File: config.mk
export PLATFORM = sky130hd
export DESIGN_NAME = clk_reset_gen
export DESIGN_NICKNAME = d
export VERILOG_FILES = /design/src/rtl/clk_reset_gen.sv
export SDC_FILE = /design/constraint.sdc
export NUM_CORES = 1
export LEC_CHECK = 0
export CORE_AREA = 2 2 39 41
export CTS_BUF_LIST = sky130_fd_sc_hd__clkbuf_4
export DETAILED_ROUTE_END_ITERATION = 6
export DIE_AREA = 0 0 41 43
export PLACE_DENSITY = 0.64
export SLEW_MARGIN = 20
export SYNTH_ARGS = -nofsm -noshare
export SYNTH_HDL_FRONTEND = slang
export SYNTH_SLANG_ARGS = --single-unit
export TNS_END_PERCENT = 100
File: constraint.sdc
create_clock -name clk -period 4.4 [get_ports clk]
set_input_delay 0.44 -clock clk [delete_from_list [all_inputs] [get_ports clk]]
set_output_delay 0.44 -clock clk [all_outputs]
set_load 0.05 [all_outputs]
File: src/rtl/clk_reset_gen.sv
// clk_reset_gen: lock-synchronised, stretched system reset plus power-of-two clock dividers and enables
module clk_reset_gen #(
  parameter int NUM_DIV      = 2,
  parameter int RESET_CYCLES = 15,
  parameter int LOCK_SYNC    = 2
) (
  input  logic               clk,
  input  logic               reset_n,
  input  logic               pll_locked,
  output logic [NUM_DIV-1:0] ce,
  output logic [NUM_DIV-1:0] clk_div,
  output logic               sys_reset,
  output logic               lock_lost
);
  localparam int SW = $clog2(RESET_CYCLES) + 1;
  typedef enum logic [2:0] {WAIT_LOCK = 3'b001, STRETCH = 3'b010, RUN = 3'b100} state_t;
  state_t               r_state;
  logic [LOCK_SYNC-1:0] r_sync;
  logic [SW-1:0]        r_stretch;
  logic [NUM_DIV-1:0]   r_div;
  logic                 r_lock_lost;
  logic                 w_locked_s;
  logic                 w_run;
  assign w_locked_s = r_sync[LOCK_SYNC-1];
  // one-hot encoding: the RUN bit is itself the release flop
  assign w_run      = r_state[2];
  assign sys_reset  = ~w_run;
  assign clk_div    = r_div;
  assign lock_lost  = r_lock_lost;
  for (genvar i = 0; i < NUM_DIV; i++) begin : g_ce
    assign ce[i] = w_run & (&r_div[i:0]);
  end
  always_ff @(posedge clk) begin
    if (!reset_n) begin
      r_state     <= WAIT_LOCK;
      r_sync      <= '0;
      r_stretch   <= '0;
      r_div       <= '0;
      r_lock_lost <= 1'b0;
    end else begin
      r_sync <= {r_sync[LOCK_SYNC-2:0], pll_locked};
      unique case (r_state)
        WAIT_LOCK: if (w_locked_s) begin
          r_state   <= STRETCH;
          r_stretch <= '0;
        end
        STRETCH: begin
          if (!w_locked_s) r_state <= WAIT_LOCK;
          else if (r_stretch == SW'(RESET_CYCLES - 1)) r_state <= RUN;
          else r_stretch <= r_stretch + SW'(1);
        end
        RUN: begin
          if (!w_locked_s) begin
            r_state     <= WAIT_LOCK;
            r_lock_lost <= 1'b1;
            r_div       <= '0;
          end else r_div <= r_div + NUM_DIV'(1);
        end
        default: r_state <= WAIT_LOCK;
      endcase
    end
  end
endmodule

==> results of run 1 <==
-- cells in the final DEF (no fill, tap or decap) --
cell	n
or3_1	4
nand3b_1	1
and2_1	4
or4_1	1
nand3_1	5
dfxtp_1	13
clkdlybuf4s50_1	8
xnor2_1	1
o31ai_1	1
nand2b_1	1
nand2_1	4
nor3_1	1
and4bb_2	2
inv_1	4
and3_1	1
clkbuf_4	4
o21a_1	1
a21oi_2	1
nand4b_1	1
a21oi_1	7
o21ai_0	4
or2b_1	1
ha_1	3
nor2_1	2
-- flip-flops by register name (all words and copies together) (netlist names) --
| signal | cells |
|---|---|
| lock_lost | 1 |
| r_state | 3 |
| r_sync | 2 |
| clk_div | 2 |
| r_stretch | 5 |
-- worst paths after layout --
check	slack [ns]	from	cells past startpoint	to
worst max-delay path	2.26	clk_div[0]$_SDFFE_PN0N_	3	ce[1]
worst min-delay path	0.43	r_sync[0]$_SDFF_PN0_	1	r_sync[1]$_SDFF_PN0_
worst max register to register	2.83	r_stretch[0]$_SDFFE_PN0P_	6	r_stretch[1]$_SDFFE_PN0P_
worst min register to register	0.43	r_sync[0]$_SDFF_PN0_	1	r_sync[1]$_SDFF_PN0_
-- layer usage --
layer  track usage, %  wire length [µm]  vias up  share of wire, %
met2            19.69               452       14                45
met3            3.141                37        5               3.7
met5                0                 0        -                 0
met1            18.03               479      208                48
met4            12.00                38        0               3.8
li1                 -                 -      250                 -
-- area by class of cell --
type	count	area share [%]
clock buffer	4	4.278
inverter	4	2.139
multi-input combinational	46	42.25
sequential	13	37.08
tap	16	2.852
timing repair buffer	8	11.41
-- where the power goes --
group	internal (W)	switching, W
logic	0.00000341	0.00000366
registers	0.000119	0.00000131
clock network	0.0000413	0.0000372
total	0.000164	0.0000422
-- cell families (layout without fill, tap and decap cells) --
logic type      after synthesis  in the layout  synth area share, %
buf+inv                       4             16                2.625
compound gates               14             14                13.79
xor+xnor                      1              1                1.532
flops                        13             13                45.51
simple gates                 28             28                29.98
fa+ha+maj                     3              3                6.565
-- cells in the mapped netlist, types with 2 or more instances --
library cell	instances
or3_1	4
nand2_1	4
and4bb_2	2
dfxtp_1	13
and2_1	4
nand3_1	5
nor2_1	2
a21oi_1	7
ha_1	3
inv_1	4
o21ai_0	4
-- worst max-delay path, stage by stage (launching register included) --
cell and delay, ns:
dfxtp_1 0.38, ha_1 0.15, and2_1 0.11, clkdlybuf4s50_1 0.79
-- through the flow --
step | power, W | setup slack [ns] | area, µm² | hold WS [ns] | util, %
3_5_place_dp | 0.0001300 | 2.552 | 671.9 | 0.4186 | 48.55
5_1_grt | 0.0002158 | 2.141 | 701.9 | 0.4712 | 50.72
2_1_floorplan | 0.0001264 | 2.668 | 571.8 | 0.4118 | -
6_report | 0.0002058 | 2.256 | 701.9 | 0.4331 | 50.72
4_1_cts | 0.0002092 | 2.239 | 701.9 | 0.4371 | 50.72
3_3_place_gp | 0.0001301 | 2.560 | 671.9 | 0.4166 | 48.55
==> summary.md, run 1 <==
| Metric | Value |
|---|---|
| Worst setup path class | flip-flop to output pin |
| Startpoint type of the worst setup path | flip-flop |
| Die Width | 41 µm |
| FILL cells | 125 |
| Post-CTS Resized | 0 |
| Sequential share of the synthesized area | 45.51% |
| Htree depth | 1 |
| FF+latch count, synth | 13 |
| Fraction of layout cells with a size suffix above 1 | 9.333% |
| Max-slew headroom | 66.58% |
| Top Ports | 9 |
| Cells after DPL | 87 |
| Crit Path Max Fanout | 5 |
| Synthesized net count | 69 |
| Multi-input gate area | 296.5 µm² |
| Total wire length | 1.007 mm |
| CP required | 3.96 ns |
| Unique masters post-synth | 22 |
| Dominant register cell in the synthesized netlist | dfxtp_1 |
| Vias in the first global route | 401 |
| Yosys top cell by area | dfxtp_1 |
| Fin. Hold Viols | 0 |
| Synthesized area | 571.8 µm² |
| 1st-iter DRT viols | 9 |
| Gate Count Post-Synth | 63 |
| Sink Count | 13 |
| CTS tree | built |
| Row count | 14 |
| Unrepaired setup endpoints after global routing | false |
| Synth area leaders | dfxtp_1, ha_1, a21oi_1, and2_1, and4bb_2 |
| CTS Buf Count | 3 |
| First-pass GRT wire length | 1.662 mm |
| Worst slew pin tran | 0.4997 ns |
| Clock Root Buffer | clkbuf_4 |
| Setup bufs post-CTS | 0 |
| GP Congestion | 0.7436 |
| Total gr overflow | 0 |
| Fmax | 466.4 MHz |
| Largest net degree at the start of global routing | 11 |
| Syn-to-layout area delta | 22.76% |
| Initial core utilization | 41.32% |
| Core Box Area | 0.001384 mm² |
| Hold Path Class | flip-flop to flip-flop |
| DR vias | 477 |
| Die Area | 0.001763 mm² |
| Crit path DAT | 1.70 ns |
| PD cells | 293.2 mW/mm² |
| Worst vdd ir | 0.1342 mV |
| Final min period | 2.144 ns |
| Antenna diodes | 0 |
| # nets final | 82 |
| GRT Resource Usage Total | 14.34% |
| Wire per inst | 11.07 µm |
| Fin. max-slew vios | 0 |
| I/O Buffers | 8 |
| Initial antenna violation count | 0 |
| Register area | 260.3 µm² |
| Post-route insts no fill | 91 |
| Avg Synthesized Cell Area | 9.076 µm² |
| Post-synth EDFFs | 0 |
| Skew-Pair Late Insertion Delay | 0.28 ns |
| Synth top area share | 45.51% |
| Clock Tree Buf Depth | 2 |
| DRC viols | 0 |
| Hold_buf cts | 0 |
| Leak Pwr | 0.2489 nW |
| Number of iterations in the first detailed-routing pass | 4 |
| Post-DP HPWL | 719.8 µm |
| Die height | 43 µm |
| Via/cell ratio | 5.242 |
| Share of synthesized registers carrying an async set or reset | 0% |
| Worst-path clk slew | 0.07 ns |
| CP Capture Type | output pin |
| Clock skew | 0.004092 ns |
| Status | finished, final reports clean |
| TNS Setup | 0 ns |
| Final ANT Viol Nets | 0 |
| Final setup viols | 0 |
| Final Cycle Share | 48.73% |
| Yosys warnings | 0 |
| Max-cap viol count | 0 |
(Power assumes the default switching activity.)
==> inputs of run 2 (changes only) <==
==> constraint.sdc (replaced) <==
create_clock -name clk -period 2.06 [get_ports clk]
set_input_delay 0.206 -clock clk [delete_from_list [all_inputs] [get_ports clk]]
set_output_delay 0.206 -clock clk [all_outputs]
set_load 0.05 [all_outputs]
==> results of run 2 <==
Same layout as run 1 (identical final DEF). Status: finished, final reports clean.
Among the figures that moved: final weighted congestion in routability-driven placement 0.7436 -> 0.7435; setup slack after placement 2.552 ns -> 0.4459 ns; setup slack after layout 2.256 ns -> 0.1501 ns; register-to-register setup slack 2.83 ns -> 0.49 ns; total power 0.0002058 W -> 0.0004396 W; worst IR drop on VDD 0.1342 mV -> 0.2867 mV
